### config.mk
export PLATFORM = sky130hd
export DESIGN_NAME = mem_port_arbiter
export DESIGN_NICKNAME = d
export VERILOG_FILES = /design/src/rtl/mem_port_arbiter.sv
export SDC_FILE = /design/constraint.sdc
export NUM_CORES = 1
export LEC_CHECK = 0
export BUFFER_PORTS_ARGS = -buffer_cell sky130_fd_sc_hd__buf_2
export CAP_MARGIN = 30
export CORE_MARGIN = 4
export CORE_UTILIZATION = 46
export CTS_BUF_LIST = sky130_fd_sc_hd__clkbuf_4
export CTS_CLUSTER_DIAMETER = 120
export DETAILED_ROUTE_END_ITERATION = 8
export PLACE_DENSITY = 0.81
export SYNTH_ARGS = -nofsm -noshare
export SYNTH_HDL_FRONTEND = slang
export SYNTH_SLANG_ARGS = --single-unit
### constraint.sdc
create_clock -name clk_i -period 2.1 [get_ports clk_i]
set_input_delay 0.42 -clock clk_i [delete_from_list [all_inputs] [get_ports clk_i]]
set_output_delay 0.42 -clock clk_i [all_outputs]
set_load 0.03 [all_outputs]
### src/rtl/mem_port_arbiter.sv
// Shares one single-port memory between fetch and load/store,
// one transaction in flight, with lane steering and load extension.
module mem_port_arbiter #(
   parameter int AW         = 32,
   parameter int STARVE_MAX = 4
) (
   input  logic          clk_i,
   input  logic          rst_ni,
   input  logic          if_req_i,
   input  logic [AW-1:0] if_addr_i,
   output logic          if_gnt_o,
   output logic          if_rvalid_o,
   output logic [31:0]   if_rdata_o,
   output logic          if_err_o,
   input  logic          ls_req_i,
   input  logic          ls_we_i,
   input  logic [2:0]    ls_funct3_i,
   input  logic [AW-1:0] ls_addr_i,
   input  logic [31:0]   ls_wdata_i,
   output logic          ls_gnt_o,
   output logic          ls_rvalid_o,
   output logic [31:0]   ls_rdata_o,
   output logic          ls_err_o,
   output logic          mem_req_o,
   output logic          mem_we_o,
   output logic [3:0]    mem_be_o,
   output logic [AW-1:0] mem_addr_o,
   output logic [31:0]   mem_wdata_o,
   input  logic [31:0]   mem_rdata_i,
   input  logic          mem_rvalid_i,
   output logic          stall_o
);

   typedef enum logic [2:0] {
      S_IDLE, S_ISSUE, S_WAIT, S_RESP, S_ERR
   } state_t;

   localparam logic [3:0] SMAX = 4'(STARVE_MAX);

   state_t      state;
   logic        owner_ls;
   logic        cap_we;
   logic [1:0]  cap_off;
   logic [2:0]  cap_f3;
   logic [3:0]  starve_cnt;
   logic        idle;
   logic        if_win;
   logic        ls_win;
   logic        if_legal;
   logic        ls_legal;
   logic [3:0]  ls_be;
   logic [31:0] ls_wd;
   logic [7:0]  lane_b;
   logic [15:0] lane_h;
   logic [31:0] ld_ext;

   assign idle     = (state == S_IDLE);
   assign if_win   = if_req_i & (~ls_req_i | (starve_cnt == SMAX));
   assign ls_win   = ls_req_i & ~if_win;
   assign if_gnt_o = rst_ni & idle & if_win;
   assign ls_gnt_o = rst_ni & idle & ls_win;
   assign stall_o  = rst_ni & (~idle
                   | ((if_req_i | ls_req_i) & ~(if_gnt_o | ls_gnt_o))
                   | (idle & if_req_i & ls_req_i));
   assign if_legal = (if_addr_i[1:0] == 2'b00);

   // Alignment and funct3 legality of the pending load/store
   always_comb begin
      ls_legal = 1'b0;
      case (ls_funct3_i)
         3'd0, 3'd4: ls_legal = 1'b1;
         3'd1, 3'd5: ls_legal = ~ls_addr_i[0];
         3'd2:       ls_legal = (ls_addr_i[1:0] == 2'b00);
         default:    ls_legal = 1'b0;
      endcase
      if (ls_we_i && ls_funct3_i[2]) ls_legal = 1'b0;
   end

   // Byte enables and lane-replicated store data
   always_comb begin
      ls_be = 4'b1111;
      ls_wd = ls_wdata_i;
      if (ls_we_i) begin
         case (ls_funct3_i[1:0])
            2'd0: begin
               ls_be = 4'b0001 << ls_addr_i[1:0];
               ls_wd = {4{ls_wdata_i[7:0]}};
            end
            2'd1: begin
               ls_be = ls_addr_i[1] ? 4'b1100 : 4'b0011;
               ls_wd = {2{ls_wdata_i[15:0]}};
            end
            default: ;
         endcase
      end
   end

   assign lane_b = 8'(mem_rdata_i >> {cap_off, 3'b000});
   assign lane_h = 16'(mem_rdata_i >> {cap_off[1], 4'b0000});

   // Sign/zero extension of the returned word for the captured load
   always_comb begin
      case (cap_f3)
         3'd0:    ld_ext = {{24{lane_b[7]}}, lane_b};
         3'd4:    ld_ext = {24'h0, lane_b};
         3'd1:    ld_ext = {{16{lane_h[15]}}, lane_h};
         3'd5:    ld_ext = {16'h0, lane_h};
         default: ld_ext = mem_rdata_i;
      endcase
   end

   // Transaction FSM with registered memory and response outputs
   always_ff @(posedge clk_i or negedge rst_ni) begin
      if (!rst_ni) begin
         state       <= S_IDLE;
         owner_ls    <= 1'b0;
         cap_we      <= 1'b0;
         cap_off     <= 2'b00;
         cap_f3      <= 3'd0;
         starve_cnt  <= 4'd0;
         if_rvalid_o <= 1'b0;
         if_rdata_o  <= 32'h0;
         if_err_o    <= 1'b0;
         ls_rvalid_o <= 1'b0;
         ls_rdata_o  <= 32'h0;
         ls_err_o    <= 1'b0;
         mem_req_o   <= 1'b0;
         mem_we_o    <= 1'b0;
         mem_be_o    <= 4'h0;
         mem_addr_o  <= '0;
         mem_wdata_o <= 32'h0;
      end else begin
         case (state)
            S_IDLE: begin
               unique case (1'b1)
                  ls_win: begin
                     owner_ls <= 1'b1;
                     cap_we   <= ls_we_i;
                     cap_off  <= ls_addr_i[1:0];
                     cap_f3   <= ls_funct3_i;
                     if (if_req_i && starve_cnt != SMAX)
                        starve_cnt <= starve_cnt + 4'd1;
                     if (ls_legal) begin
                        state       <= S_ISSUE;
                        mem_req_o   <= 1'b1;
                        mem_we_o    <= ls_we_i;
                        mem_be_o    <= ls_be;
                        mem_addr_o  <= {ls_addr_i[AW-1:2], 2'b00};
                        mem_wdata_o <= ls_wd;
                     end else begin
                        state       <= S_ERR;
                        ls_rvalid_o <= 1'b1;
                        ls_err_o    <= 1'b1;
                        ls_rdata_o  <= 32'h0;
                     end
                  end
                  if_win: begin
                     owner_ls   <= 1'b0;
                     cap_we     <= 1'b0;
                     cap_off    <= if_addr_i[1:0];
                     cap_f3     <= 3'd2;
                     starve_cnt <= 4'd0;
                     if (if_legal) begin
                        state       <= S_ISSUE;
                        mem_req_o   <= 1'b1;
                        mem_we_o    <= 1'b0;
                        mem_be_o    <= 4'b1111;
                        mem_addr_o  <= {if_addr_i[AW-1:2], 2'b00};
                        mem_wdata_o <= 32'h0;
                     end else begin
                        state       <= S_ERR;
                        if_rvalid_o <= 1'b1;
                        if_err_o    <= 1'b1;
                        if_rdata_o  <= 32'h0;
                     end
                  end
                  default: ;
               endcase
            end
            S_ISSUE: begin
               mem_req_o <= 1'b0;
               state     <= S_WAIT;
            end
            S_WAIT: begin
               if (mem_rvalid_i) begin
                  state <= S_RESP;
                  if (owner_ls) begin
                     ls_rvalid_o <= 1'b1;
                     ls_err_o    <= 1'b0;
                     ls_rdata_o  <= cap_we ? 32'h0 : ld_ext;
                  end else begin
                     if_rvalid_o <= 1'b1;
                     if_err_o    <= 1'b0;
                     if_rdata_o  <= mem_rdata_i;
                  end
               end
            end
            S_RESP, S_ERR: begin
               state       <= S_IDLE;
               if_rvalid_o <= 1'b0;
               if_rdata_o  <= 32'h0;
               if_err_o    <= 1'b0;
               ls_rvalid_o <= 1'b0;
               ls_rdata_o  <= 32'h0;
               ls_err_o    <= 1'b0;
            end
            default: state <= S_IDLE;
         endcase
      end
   end

endmodule
## After elaboration in Yosys (flattened, before gate mapping)

Cells that the tools add are included.
Widths: inputs -> output; s select.

| word-level totals | value |
|---|---|
| register bits | 152 |
| bits in latches | 0 |
| RAM bits | 0 |
| ROM bits | 0 |
| input port bits | 137 |
| output and inout port bits | 141 |
| logic and storage cells | 150 |
| memories | 0 |

| operators by class | value |
|---|---|
| $add $sub $neg | 1 |
| multiply operators | 0 |
| div/mod/pow operators | 0 |
| order comparisons | 0 |
| equal/unequal tests | 27 |
| shift operators | 3 |
| muxes and demuxes | 62 |
| bitwise operators | 19 |
| reductions and logical operators | 21 |

Operators with widths:

| cell | count |
|---|---|
| $mux 32 | 14 |
| $pmux 32 s2 | 3 |
| $pmux 32 s3 | 2 |
| $pmux 32 s4 | 1 |
| $shr 32x5->16 | 1 |
| $shr 32x5->8 | 1 |
| $pmux 4 s2 | 3 |
| $mux 4 | 5 |
| $mux 1 | 17 |
| $eq 3x3->1 const B | 5 |
| $pmux 1 s3 | 5 |
| $pmux 3 s2 | 2 |
| $ne 2x1->1 const B | 5 |
| $ne 2x2->1 const B | 5 |
| $pmux 1 s2 | 5 |
| $reduce_and 5->1 | 2 |
| $and 1x1->1 | 9 |
| $eq 3x1->1 const B | 3 |
| $eq 3x2->1 const B | 3 |
| $logic_not 3->1 | 3 |
| $mux 3 | 3 |
| $pmux 3 s3 | 1 |
| $reduce_and 4->1 | 2 |
| $logic_not 2->1 | 3 |
| 16 further kinds | 30 |

## Depth between registers and ports, before layout

Gate-level depths: netlist of run 1.

| depth | value |
|---|---|
| depth after elaboration | 12 |
| mapped depth | 8 |
| depth with buffers taken out | 6 |

## Worst setup path after synthesis of run 1

No wires, ideal clock.

| path | value |
|---|---|
| kind | register to output |
| start | register starve_cnt[0] |
| end | output port if_gnt_o |
| arrival time | 1783 ps |
| required time | 1680 ps |
| path slack | -103 ps |
| stages on the path, launching flop included | 8 |
| path buffers | 2 |
| path through | dfrtp_1 > inv_1 > ha_1 > nand4b_4 > nand2_1 > buf_2 > buf_2 > and3_1 |

| on the way | value |
|---|---|
| longest elaborated chain between the ends | 4 |

RTL lines:

| element | line | text |
|---|---|---|
| start, declared | 45 | `logic [3:0] starve_cnt;` |
| start signal, assigned | 142 | `starve_cnt <= starve_cnt + 4'd1;` |
| $eq 4x3->1 | 58 | `assign if_win = if_req_i & (~ls_req_i \| (starve_cnt == SMAX));` |
| $or 1x1->1 | 58 |  |
| $and 1x1->1 | 58 |  |
| $and 1x1->1 | 60 | `assign if_gnt_o = rst_ni & idle & if_win;` |
| end, declared | 11 | `output logic if_gnt_o,` |

Every way passes these cells.

## Worst setup path after layout of run 1

| path | value |
|---|---|
| start | register state[1] |
| end | output port ls_gnt_o |

| on the way | value |
|---|---|
| longest elaborated chain between the ends | 3 |

RTL lines:

| element | line | text |
|---|---|---|
| start, declared | 40 | `state_t state;` |
| start signal, assigned | 115 | `state <= S_IDLE;` |
| start signal, assigned | 144 | `state <= S_ISSUE;` |
| start signal, assigned | 151 | `state <= S_ERR;` |
| $logic_not 3->1 | 57 | `assign idle = (state == S_IDLE);` |
| $and 1x1->1 (2 in series) | 61 | `assign ls_gnt_o = rst_ni & idle & ls_win;` |
| end, declared | 20 | `output logic ls_gnt_o,` |

Every way passes these cells.

==> results of run 1 <==
worst reg2reg max path: cells and delay by family, from the launching register on:
family / cells / cell delay [ns]
AOI/OAI and AO/OA: 1 / 0.08
buffers and inverters: 5 / 0.74
DFF: 1 / 0.42
and+or+nand+nor: 2 / 0.42
muxes: 1 / 0.33
what timing repair did:
item                       4_1_cts  5_1_grt
hold buffers                     1        0
setup endpoints to repair        4      106
buffers inserted                11        5
gates cloned                     1        7
hold endpoints to repair         8        0
pin swaps                        4        7
resized for setup               16       28
registers in the layout, indices dropped and copies added (netlist names), 2 cells and up:
name and cells:
if_rdata_o 32, ls_rdata_o 32, mem_wdata_o 32, mem_addr_o 30, mem_be_o 4, starve_cnt 4
cap_f3 3, state 3, cap_off 2
per-stage QoR:
step	total power, mW	utilization	hold slack, ns
global placement	12.4	0.586	0.252
global route	16.0	0.632	0.0580
finish	15.1	0.633	0.117
floorplan	10.1	-	0.124
detailed placement	12.6	0.586	0.251
CTS	14.7	0.614	0.0727
routing by layer:
layer  track usage  vias up
met5             0        -
met4        0.0946        2
met3        0.0739       54
met2         0.395      319
met1         0.300     3210
li1              -     3006
synth_stat cells (all sizes together) (3+ instances only):
cell type / n / area share
nand3: 17 / 0.011
dfrtp: 150 / 0.50
o22a: 5 / 0.0059
clkbuf: 26 / 0.013
a21oi: 18 / 0.012
o31ai: 8 / 0.0080
nand2: 20 / 0.010
o221ai: 10 / 0.012
a221o: 3 / 0.0040
o211ai: 16 / 0.016
nor2: 28 / 0.015
buf: 25 / 0.023
mux2: 95 / 0.15
inv: 12 / 0.0060
nor2b: 11 / 0.0092
mux2i: 32 / 0.043
a22o: 44 / 0.052
a211oi: 16 / 0.016
nand4: 3 / 0.0034
o21ai: 47 / 0.032
o2bb2ai: 9 / 0.011
and3: 3 / 0.0025
power groups by stage:
stage                     clock, mW  sequential, mW  combinational, mW
after floorplan                   0            6.83               3.26
after global placement            0            4.75               7.67
after detailed placement          0            4.78               7.82
after CTS                      1.84            4.74               8.09
after global routing           1.98            4.90               9.13
final                          1.79            4.75               8.59
placed cells by master, fill, tap and decap left out, types with 3 or more instances in the layout:
cell type	n
o2bb2ai_1	9
a22o_1	44
o211ai_1	16
o221ai_1	10
buf_4	48
a21oi_1	17
buf_12	11
inv_1	10
clkinvlp_4	4
a211oi_1	16
clkinv_2	4
buf_2	271
o21ai_0	46
mux2_2	74
dfrtp_1	148
nand3_1	17
nand2_1	19
clkbuf_16	4
mux2_1	3
nor2b_1	10
mux2i_1	32
nor2_1	27
buf_6	10
o22a_1	5
o31ai_1	6
clkbuf_4	19
mux2_4	18
a221o_1	3
path summary, 6_finish.rpt:
path / start / slack, ns / endpoint / cells past startpoint
setup / recovery: state[1] / -0.19 / ls_gnt_o / 6
hold reg to reg: mem_addr_o[29] / 0.49 / mem_addr_o[29] / 1
hold / removal: mem_rdata_i[4] / 0.12 / if_rdata_o[4] / 2
setup reg to reg: state[1] / -0.01 / mem_wdata_o[31] / 9
min in group asynchronous: rst_ni / 0.24 / mem_req_o / 2
max in group asynchronous: rst_ni / 1.10 / ls_rdata_o[0] / 3
final cells by class:
| type | count | area share |
|---|---|---|
| clock inverter | 13 | 0.0131 |
| timing repair buffer | 347 | 0.220 |
| clock buffer | 19 | 0.0142 |
| multi-input combinational | 420 | 0.347 |
| sequential | 150 | 0.374 |
| tap | 216 | 0.0269 |
| antenna | 2 | 0.000498 |
| inverter | 12 | 0.00448 |
cells by family (layout without fill, tap and decap cells):
logic type      Yosys count  after routing
other cells               1              4
buf+inv                  63            391
fa+ha+maj                 2              2
simple gates            100            100
compound gates          189            189
flops                   150            150
mux                     127            127
==> impl_metrics.tcl, run 1 <==
set metrics [dict create \
    core-area_sq_um 15900 \
    ant_nets 0 \
    vias 6591 \
    pwr-share-comb 0.568 \
    fin_skew_ns 0.0149 \
    synthXorXnorAreaFrac 0 \
    ys_seq_area_frac 0.503 \
    vias_per_cell 5.59 \
    avgSynthCellArea_sq_um 11.8 \
    p_int_mw 8.21 \
    register_area_sq_um 3760 \
    dieArea_sq_um 18300 \
    max_freq_ghz 0.438 \
    cp-start-kind "flop" \
    timing.setup.tns_ns -0.471 \
    firstDrtPassIters 5 \
    cp_common_cell "buf_6" \
    dp_slack_ns -0.138 \
    required_ns 1.68 \
    gp_congestion 0.867 \
    hp-class "input pin to flop" \
    overflow 0 \
    synth_fa_ha_area_frac 0.00335 \
    route.met2.wl_um 11400 \
    drtIter0Drc 572 \
    path_buf_inv 3 \
    worst_slack_ns -0.186 \
    place_inst 1120 \
    clockPowerShare 0.118 \
    multi_input_area_sq_um 3490 \
    cp.arrival_ns 1.87 \
    drt-total-wl_um 23300 \
    synthArstFlopShare 1.00 \
    crit_path_end_kind "primary output" \
    numClockSinks 150 \
    synth-edff-count 0 \
    clockBufferDepth 2 \
    rsz0062_at_grt "yes" \
    drcViolationCount 0 \
    synth_area_sq_um 7460 \
    highest_layer "met5" \
    met3WireLength_um 2070 \
    tightest_slew_ns 0.572 \
    slew_violations 0 \
    yosys.area_share.simple 0.0764 \
    worstPathMaxFanout 2 \
    vdd_drop_max_v 0.00103 \
    grt_pass1_wl_um 34800 \
    synth_cell_types 58 \
    wl_met1_um 9140 \
    cts-root-buf "clkbuf_4" \
    ys_seq_elements 150 \
    crit_type "flop to primary output" \
    post_drt_wl_per_cell_um 19.8 \
    switching_share 0.457 \
    finalSetupViolCount 6 \
    leakagePower_nw 4.97 \
    synthCells 632 \
    crit_family "simple AND/OR/NAND/NOR gates" \
    yosysWarnings 0 \
    die_h_um 135 \
    fp.dieW_um 135 \
    hpwl_um 16500 \
    clkLatencyLatePin_ns 0.55 \
    nFillCells 1335 \
    tritoncts "built" \
    pin_count 278 \
    antenna_found_initial 2 \
    pwr-share-seq 0.314 \
    instances_no_fill 1179 \
    design_area_sq_um 10000 \
    grt_max_degree 105 \
    max_stage_delay_ns 0.42 \
    period_minus_slack_ns 2.29 \
    crit_slowest_cell "dfrtp_1" \
    cts-buffers-inserted 17 \
    max_slew_margin 0.618 \
    max_cap_violations 0 \
    status "finished, violations left" \
    synth_top_family_by_area "multiplexers" \
    synth-compound-area-share 0.184 \
    placed_cell_area_sq_um 9300 \
    synth_ff_type "dfrtp_1" \
    synth.area.mux_share 0.191 \
    num_rows 46 \
    hold_violations 0 \
    drive_gt1_frac 0.515 \
    path_cells "buf_6 -> nor3_4 -> buf_6 -> and3_4 -> and2_4 -> buf_6" \
    clk_pin_slew_worst_paths_ns 0.13 \
    violations "negative setup slack" \
    nets 1087 \
    power_switching_mw 6.92 \
    htreeDepth 4 \
    area_growth_pct 34.6 \
    place.port_buffers 275 \
    grt_usage 0.241 \
    power_density_nw_per_um2 1510 \
    start_util 0.470 \
    final.period_utilization 1.09 \
    first_global_vias 6581 \
]
(Power assumes the default switching activity.)
==> inputs of run 2 (changes only) <==
--- a/config.mk
+++ b/config.mk
@@ -7,12 +7,13 @@
 export LEC_CHECK = 0
 export BUFFER_PORTS_ARGS = -buffer_cell sky130_fd_sc_hd__buf_2
 export CAP_MARGIN = 30
-export CORE_MARGIN = 4
+export CORE_MARGIN = 5
 export CORE_UTILIZATION = 46
 export CTS_BUF_LIST = sky130_fd_sc_hd__clkbuf_4
 export CTS_CLUSTER_DIAMETER = 120
 export DETAILED_ROUTE_END_ITERATION = 8
 export PLACE_DENSITY = 0.81
+export RECOVER_POWER = 100
 export SYNTH_ARGS = -nofsm -noshare
 export SYNTH_HDL_FRONTEND = slang
 export SYNTH_SLANG_ARGS = --single-unit
==> run 2 against run 1 <==
  * The run still ends with negative setup slack left
  * Critical path depth is the same
  * Global-route usage fell by 0.78 points
  * Maximum frequency increased by 2.2%
  * Non-clock buffer count decreased by 3
  * Core utilization decreased by 0.58 points
  * Register-to-register slack got worse by 0.07 ns
  * Critical endpoint unchanged
==> impl_metrics.tcl, run 2 (synthesis gave the netlist of run 1 again) <==
set metrics [dict create \
    area_growth_pct 33.4 \
    min_path_cells 2 \
    multi_input_area_sq_um 3440 \
    whs_endpoint "if_rdata_o[4]" \
    vias_per_cell 5.58 \
    overflow 0 \
    ant_nets 0 \
    start_util 0.470 \
    crit_type "flop to primary output" \
    antenna_found_initial 4 \
    nFillCells 1300 \
    num_rows 46 \
    max_slew_margin 0.254 \
    power_switching_mw 6.86 \
    pin_count 278 \
    power_density_nw_per_um2 1510 \
    die_h_um 137 \
    worstPathMaxFanout 4 \
    register_area_sq_um 3750 \
    reg2reg_slack_ns -0.08 \
    reg2reg_depth 10 \
    switching_share 0.456 \
    gp_congestion 0.872 \
    grt_usage 0.234 \
    final_cell_mix "271 x buf_2, 149 x dfrtp_1, 76 x mux2_2" \
    firstDrtPassIters 5 \
    nets 1084 \
    p_int_mw 8.20 \
    fin_skew_ns 0.0116 \
    tritoncts "built" \
    max_stage_delay_ns 0.41 \
    pwr-share-seq 0.315 \
    period_minus_slack_ns 2.24 \
    hold_violations 0 \
    crit_slowest_cell "dfrtp_1" \
    r2r-start "starve_cnt[0]" \
    path_cells "inv_2 -> ha_4 -> nand4b_4 -> and3_4 -> and2_4 -> buf_6" \
    cts-root-buf "clkbuf_4" \
    cp-start-kind "flop" \
    vdd_drop_max_v 0.000804 \
    power_mw 15.1 \
    cts-buffers-inserted 17 \
    layout_commonest_cell "buf_2" \
    required_ns 1.68 \
    hpwl_um 16600 \
    worst_slack_ns -0.137 \
    violations "negative setup slack" \
    drt-total-wl_um 23200 \
    core-area_sq_um 15900 \
    fp.dieW_um 137 \
    clockPowerShare 0.126 \
    slew_violations 0 \
    tightest_slew_ns 1.12 \
    drive_gt1_frac 0.503 \
    htreeDepth 4 \
    r2r-end "mem_addr_o[10]" \
    vias 6558 \
    clk_pin_slew_worst_paths_ns 0.12 \
    clkLatencyLatePin_ns 0.56 \
    place.port_buffers 275 \
    post-route-util 0.627 \
    drcViolationCount 0 \
    clockBufferDepth 2 \
    post_drt_wl_per_cell_um 19.7 \
    rsz0062_at_grt "yes" \
    numClockSinks 150 \
    status "finished, violations left" \
    hp-class "input pin to flop" \
    hold_start "mem_rdata_i[4]" \
    final.period_utilization 1.07 \
    grt_pass1_wl_um 34100 \
    first_global_vias 6399 \
    max_cap_violations 0 \
    grt_max_degree 123 \
    dieArea_sq_um 18900 \
    max_freq_ghz 0.447 \
    finalSetupViolCount 48 \
    crit_path_end_kind "primary output" \
    drtIter0Drc 504 \
    leakagePower_nw 4.92 \
    largestRegisters "if_rdata_o x32, ls_rdata_o x32, mem_wdata_o x32" \
    cp.arrival_ns 1.82 \
    pwr-share-comb 0.559 \
]
## run 2: cell types whose count changed in the layout (fill, tap and decap cells not counted), moves of 2 or more
cell / before / now
mux2_4: 18 / 9
mux2_1: 3 / 10
buf_12: 11 / 8
mux2_2: 74 / 76
## run 2: power groups by stage
| stage | registers [mW] | clock network [mW] | logic (mW) |
|---|---|---|---|
| 6_report | 4.74 | 1.90 | 8.42 |
| 5_1_grt | 4.88 | 2.07 | 8.93 |
| 4_1_cts | 4.74 | 1.95 | 8.03 |
| 3_5_place_dp | 4.80 | 0 | 7.83 |
| 3_3_place_gp | 4.77 | 0 | 7.68 |
| 2_1_floorplan | 6.83 | 0 | 3.26 |
## run 2: per-layer routing
metal  GRT usage  share of wire
met3      0.0749          0.097
met1       0.290           0.38
met4      0.0937          0.029
met5           0         0.0020
met2       0.378           0.49
## run 2: timing repair
item | CTS | global route
hold endpoints to repair | 28 | 0
resized for setup | 15 | 13
setup endpoints to repair | 3 | 100
setup buffers | 8 | 8
hold buffers | 1 | 0
gates cloned | 0 | 7
pin swaps | 4 | 3
## run 2: worst max-delay path: cells and delay by family, from the launching register on
kind | cells | cell delay [ns]
adders and majority gates | 1 | 0.15
buffers and inverters | 2 | 0.20
DFF | 1 | 0.41
and+or+nand+nor | 3 | 0.50
## run 2: layout make-up
class	count	share of cell area
flip-flops and latches	150	0.377
multi-input cells	420	0.346
repair buffers	344	0.215
well taps	216	0.0271
clock inverters	13	0.0157
clock buffers	19	0.0143
inverters	12	0.00452
diodes	1	0.000251
## run 2: how the worst max path moves through the flow
| stage | start | end | slack [ns] | cells after the start |
|---|---|---|---|---|
| global route | starve_cnt[1] | ls_gnt_o | -0.24 | 6 |
| floorplan | starve_cnt[0] | mem_addr_o[11] | -0.05 | 7 |
| CTS | state[1] | ls_gnt_o | -0.20 | 5 |
| detailed placement | ls_addr_i[0] | mem_addr_o[19] | -0.12 | 6 |
| finish | starve_cnt[0] | ls_gnt_o | -0.14 | 6 |
| global placement | ls_addr_i[0] | mem_addr_o[19] | -0.1 | 6 |
## run 2: metrics by stage
| stage | hold slack (ns) | area [sq um] | setup slack [ns] | instances | setup TNS [ns] |
|---|---|---|---|---|---|
| final | 0.0909 | 9960 | -0.137 | 1175 | -2.55 |
| after floorplan | 0.124 | 7470 | -0.0499 | 633 | -0.594 |
| after CTS | 0.0435 | 9720 | -0.198 | 1160 | -0.425 |
| after global placement | 0.289 | 9300 | -0.0960 | 1119 | -4.24 |
| after global routing | 0.0623 | 9960 | -0.244 | 1175 | -7.33 |
| after detailed placement | 0.289 | 9300 | -0.119 | 1119 | -5.01 |
